**config.mk**
```make
export PLATFORM = sky130hd
export DESIGN_NAME = mem_bus_arbiter
export DESIGN_NICKNAME = d
export VERILOG_FILES = /design/src/rtl/bus_pkg.sv /design/src/rtl/arb_prio_enc.sv /design/src/rtl/mem_bus_arbiter.sv
export SDC_FILE = /design/constraint.sdc
export NUM_CORES = 1
export LEC_CHECK = 0
export ABC_CLOCK_PERIOD_IN_PS = 2700
export BUFFER_PORTS_ARGS = -buffer_cell sky130_fd_sc_hd__buf_2
export CORE_AREA = 2 2 191 193
export DETAILED_ROUTE_END_ITERATION = 6
export DIE_AREA = 0 0 193 195
export HOLD_SLACK_MARGIN = 0.03
export PLACE_DENSITY = 0.5
export SETUP_SLACK_MARGIN = 0.1
export SLEW_MARGIN = 10
export SYNTH_ARGS = -nofsm -noshare
export SYNTH_HDL_FRONTEND = slang
export SYNTH_SLANG_ARGS = --single-unit
```
**constraint.sdc**
```tcl
create_clock -name clk -period 2.7 [get_ports clk]
set_input_delay 0.54 -clock clk [delete_from_list [all_inputs] [get_ports clk]]
set_output_delay 0.54 -clock clk [all_outputs]
set_load 0.02 [all_outputs]
```
**src/rtl/bus_pkg.sv**
```systemverilog
// bus_pkg: shared memory-bus encodings, requester indices and arbiter states.
package bus_pkg;
  localparam logic [1:0] W_BYTE = 2'd0;
  localparam logic [1:0] W_HALF = 2'd1;
  localparam logic [1:0] W_WORD = 2'd2;
  localparam int REQ_DMA0 = 0;
  localparam int REQ_DMA1 = 1;
  localparam int REQ_DMA2 = 2;
  localparam int REQ_DMA3 = 3;
  localparam int REQ_CPU  = 4;
  typedef enum logic [1:0] {IDLE, BUSY, DONE} state_t;
endpackage

```
**src/rtl/arb_prio_enc.sv**
```systemverilog
// arb_prio_enc: fixed-priority encoder, index 0 wins; one-hot grant plus index.
module arb_prio_enc #(
  parameter int N = 5
) (
  input  logic [N-1:0]         req,
  output logic [N-1:0]         onehot,
  output logic [$clog2(N)-1:0] idx,
  output logic                 any
);
  localparam int IW = $clog2(N);
  assign onehot = req & (~req + N'(1));
  assign any = |req;
  always_comb begin
    idx = '0;
    for (int i = N - 1; i >= 0; i--) if (req[i]) idx = IW'(i);
  end
endmodule

```
**src/rtl/mem_bus_arbiter.sv**
```systemverilog
// mem_bus_arbiter: fixed-priority sharing of one memory port, with bus timeout and bounded locked bursts.
module mem_bus_arbiter
  import bus_pkg::*;
#(
  parameter int N         = 5,
  parameter int TIMEOUT   = 255,
  parameter int MAX_BURST = 16
) (
  input  logic          clk,
  input  logic          rstn,
  input  logic [N-1:0]  req,
  input  logic [N-1:0]  lock,
  input  logic [N*32-1:0] addr,
  input  logic [N*32-1:0] wdata,
  input  logic [N*2-1:0]  width,
  input  logic [N-1:0]  we,
  output logic [N-1:0]  ack,
  output logic          err,
  output logic [31:0]   rdata,
  output logic [N-1:0]  gnt,
  output logic [31:0]   m_addr,
  output logic [31:0]   m_wdata,
  output logic [1:0]    m_width,
  output logic          m_read,
  output logic          m_write,
  input  logic [31:0]   m_rdata,
  input  logic          m_ok
);
  localparam int IW = $clog2(N);
  state_t state, state_n;
  logic [N-1:0] pe_gnt;
  logic [IW-1:0] pe_idx, own, sel;
  logic pe_any, issue, fin, tout;
  logic [7:0] cnt, burst;
  logic [1:0] w_sel;
  arb_prio_enc #(.N(N)) u_enc (.req(req), .onehot(pe_gnt), .idx(pe_idx), .any(pe_any));
  always_comb begin
    state_n = state;
    issue = 1'b0;
    fin = 1'b0;
    tout = 1'b0;
    sel = own;
    case (state)
      IDLE: if (pe_any) begin
        issue = 1'b1;
        sel = pe_idx;
        state_n = BUSY;
      end
      BUSY: if (m_ok || cnt == 8'(TIMEOUT)) begin
        fin = 1'b1;
        tout = !m_ok;
        state_n = DONE;
      end
      DONE: begin
        issue = lock[own] && req[own] && burst < 8'(MAX_BURST);
        state_n = issue ? BUSY : IDLE;
      end
      default: state_n = IDLE;
    endcase
  end
  assign w_sel = width[2*int'(sel) +: 2];
  // burst counts grants in the current ownership, so MAX_BURST=1 never re-issues
  always_ff @(posedge clk) begin
    if (!rstn) begin
      state <= IDLE;
      own <= '0;
      cnt <= '0;
      burst <= '0;
      ack <= '0;
      err <= 1'b0;
      rdata <= '0;
      gnt <= '0;
      m_addr <= '0;
      m_wdata <= '0;
      m_width <= W_WORD;
      m_read <= 1'b0;
      m_write <= 1'b0;
    end else begin
      state <= state_n;
      ack <= '0;
      err <= 1'b0;
      if (state == BUSY && cnt != 8'(TIMEOUT)) cnt <= cnt + 8'd1;
      if (issue) begin
        own <= sel;
        cnt <= 8'd1;
        burst <= (state == IDLE) ? 8'd1 : burst + 8'd1;
        if (state == IDLE) gnt <= pe_gnt;
        m_addr <= addr[32*int'(sel) +: 32];
        m_wdata <= wdata[32*int'(sel) +: 32];
        m_width <= (w_sel == 2'd3) ? W_WORD : w_sel;
        m_write <= we[sel];
        m_read <= !we[sel];
      end
      if (fin) begin
        m_read <= 1'b0;
        m_write <= 1'b0;
        ack <= gnt;
        err <= tout;
        rdata <= tout ? '0 : m_rdata;
      end
      if (state == DONE && !issue) begin
        gnt <= '0;
        burst <= '0;
      end
    end
  end
endmodule

```
==> run metrics <==
status complete, no violations; Met3 Routed Length 2940 um; worst min-delay path class in2reg; crit path kind reg2reg; clk slew on worst S/H paths 0.07 ns; Synth Flop Type dfxtp_1; final setup TNS 0 ns; Avg WL per Cell 19.3 um; Reg-to-Reg Start state[1]; fraction of layout cells with a size suffix above 1 41.0%; all-layer global routing usage ~18%; Synth Area per Inst 7.79 um^2; final-stage net count 1776; crit path DAT 2.69 ns; metal2 WL 17800 um; initial drt markers 525; final setup skew around 0.015 ns; Worst setup EP type flip-flop; clock root buffer clkbuf_16; GP Congestion 0.905; die area 37600 um^2; EDFF count, synth 0; synth unique cells 60; Final ANT Viol Nets 0; CTS buffer count 17; DRT Wirelength 36200 um; pwr/cell area 598 nW/um^2; Final HPWL DP around 28000 um; port bufs 490; initial antenna violation count 1; sequential-to-total area share from yosys stat 35.5%; initial core utilization 21.0%; GRT overflow 0; Die X a little under 200 um; Setup violations, final 0; Post-Syn Area roughly 7400 um^2; VDD IR max between 0.4 and 0.5 mV; Worst Path Max Fanout 32; CTS tree yes; Synth Warn # 0; Vias 9531; startpoint types flip-flop; worst hold stages 2; CP max stage cell or4_1; largest net degree at the start of global routing 91; top cells by area, synth dfxtp_1 (36%), nand3_1 (12%), o21ai_0 (9.4%); CTS Sinks 132; Ports 491; synthesized flop and latch total 132; CTS Hold Bufs 0; area share of the largest cell type after synthesis 35.5%; DRC violations left 0; vias in the first global route 9238; worst skew pair latency 0.43 ns; HP Start m_ok; Gates resized, CTS repair 0; setup repair after global routing missed its margin no; Max Cap Viol 0; reg2reg path depth 6; site row count 69; cell taking the most area after synthesis dfxtp_1; asr flop ratio synth 0%; Syn Inst Count 955; Setup Fix Bufs, Post-CTS 0; core area 35400 um^2; First-pass DRT Iterations 5; cell-by-cell trace of the critical path or4_1, o211ai_4, buf_12, nand3_1, a32oi_1, a21oi_1; Critical Path Max Stage Delay 0.63 ns; Fin. Hold Viols 0; clock buffer depth 2; Tot Pwr 6620 uW; LEAKAGE just over 0.005 uW; syn nets around 1300; Max Fclk ~0.42 GHz; Slew @ Worst Pin 0.757 ns; Hold Path End err; worst reg2reg path endpoint m_addr[7]; first-pass GRT wire length 52500 um; top routing layer in use met4; Pins Over Slew Limit 0; period utilization between 80% and 90%; Slew HR around 49%; time the worst path needs with I/O delays and setup 2.38 ns; Area Growth Syn to Fin 48.7%; DRT met1 WL 14100 um; most frequent cells after synthesis nand3_1 (184), o21ai_0 (140), dfxtp_1 (132), a21oi_1 (77), clkbuf_1 (66); htree depth 4; Die Ht 195 um; most frequent cell after synthesis nand3_1; Worst EP required 3.01 ns; vias per cell ~5; Critical Path Source state[1]; setup slack, reg-to-reg about 0.32 ns
[final cells by class]
| type | count | area, um^2 |
|---|---|---|
| clock buffer | 17 | 425 |
| multi-input combinational | 709 | 4340 |
| fill | 3874 | 24300 |
| sequential | 132 | 2640 |
| tap | 461 | 577 |
| antenna | 1 | 2.50 |
| inverter | 4 | 15.0 |
| timing repair buffer | 530 | 2930 |
| clock inverter | 15 | 141 |
[critical path, delay by kind of cell (launching register included)]
| family | cells | cell delay, ns |
|---|---|---|
| AND/OR/NAND/NOR | 2 | 0.81 |
| buffers and inverters | 1 | 0.25 |
| flip-flops | 1 | 0.42 |
| AO/OA/AOI/OAI | 3 | 0.76 |
[flip-flops by register name, summed over array words and instances (netlist names), 2 cells and up]
signal / count
m_wdata: 32
m_addr: 32
cnt: 8
ack: 5
m_width: 2
burst: 8
gnt: 5
own: 3
state: 2
rdata: 32
[per-layer routing]
metal	track usage [%]	up-vias
li1	-	4553
met1	21.3	4424
met2	31.8	481
met3	4.10	73
met4	7.77	0
met5	0	-
[power breakdown]
group | total [uW] | internal, uW | leakage (uW) | switching, uW
clock | 2300 | 1290 | 0.000277 | 1010
combinational | 2060 | 832 | 0.00377 | 1230
sequential | 2260 | 2140 | 0.00108 | 112
[per-stage QoR]
stage,hold WS (ns),setup WS [ns],area [um^2],utilization (%),cells
3_3_place_gp,0.445,0.111,10500,29.7,1836
5_1_grt,0.301,0.211,11100,31.3,1868
4_1_cts,0.287,0.357,11100,31.3,1868
3_5_place_dp,0.456,0.111,10500,29.7,1836
2_1_floorplan,0.429,0.355,7440,-,955
6_report,0.315,0.319,11100,31.3,1869
[worst max path at each step]
stage,to,slack (ns),cells past startpoint
final,m_addr[7],0.32,6
after CTS,m_addr[7],0.36,6
after global routing,m_addr[26],0.21,6
after detailed placement,m_wdata[5],0.11,7
after floorplan,m_wdata[10],0.36,9
after global placement,m_addr[7],0.11,7
[layout by cell type (no fill, tap or decap), types with 2 or more instances in the layout]
cell type and n:
buf_2 490, nand3_1 184, o21ai_0 139, dfxtp_1 132, a21oi_1 76, a32oi_1 44
o22ai_1 40, a22o_1 32, nor2_1 29, buf_4 26, nor3_1 23, mux2i_1 22
a32o_1 21, nand2_1 20, clkbuf_16 17, buf_12 14, and3_1 7, xor2_1 7
inv_6 6, nor3b_1 4, a211oi_1 4, and2_1 4, nand4_1 4, or4_1 3
o21a_1 3, inv_1 3, clkinv_2 3, o211ai_1 2, nor2_4 2, a31oi_1 2
nor4_1 2, or3_1 2, ha_1 2, clkinvlp_4 2, clkinv_4 2
[kinds of logic (layout without fill, tap and decap cells)]
kind of cell | after synthesis | in the layout | share of synthesized area (%)
AO/OA/AOI/OAI | 386 | 386 | 33.2
AND/OR/NAND/NOR | 291 | 291 | 19.7
flip-flops | 132 | 132 | 35.5
buffers and inverters | 114 | 566 | 7.30
multiplexers | 22 | 22 | 2.96
XOR/XNOR | 8 | 8 | 0.941
adder cells (fa/ha/maj) | 2 | 2 | 0.336
other | 0 | 1 | 0
Power figures use the tool's default switching activity.
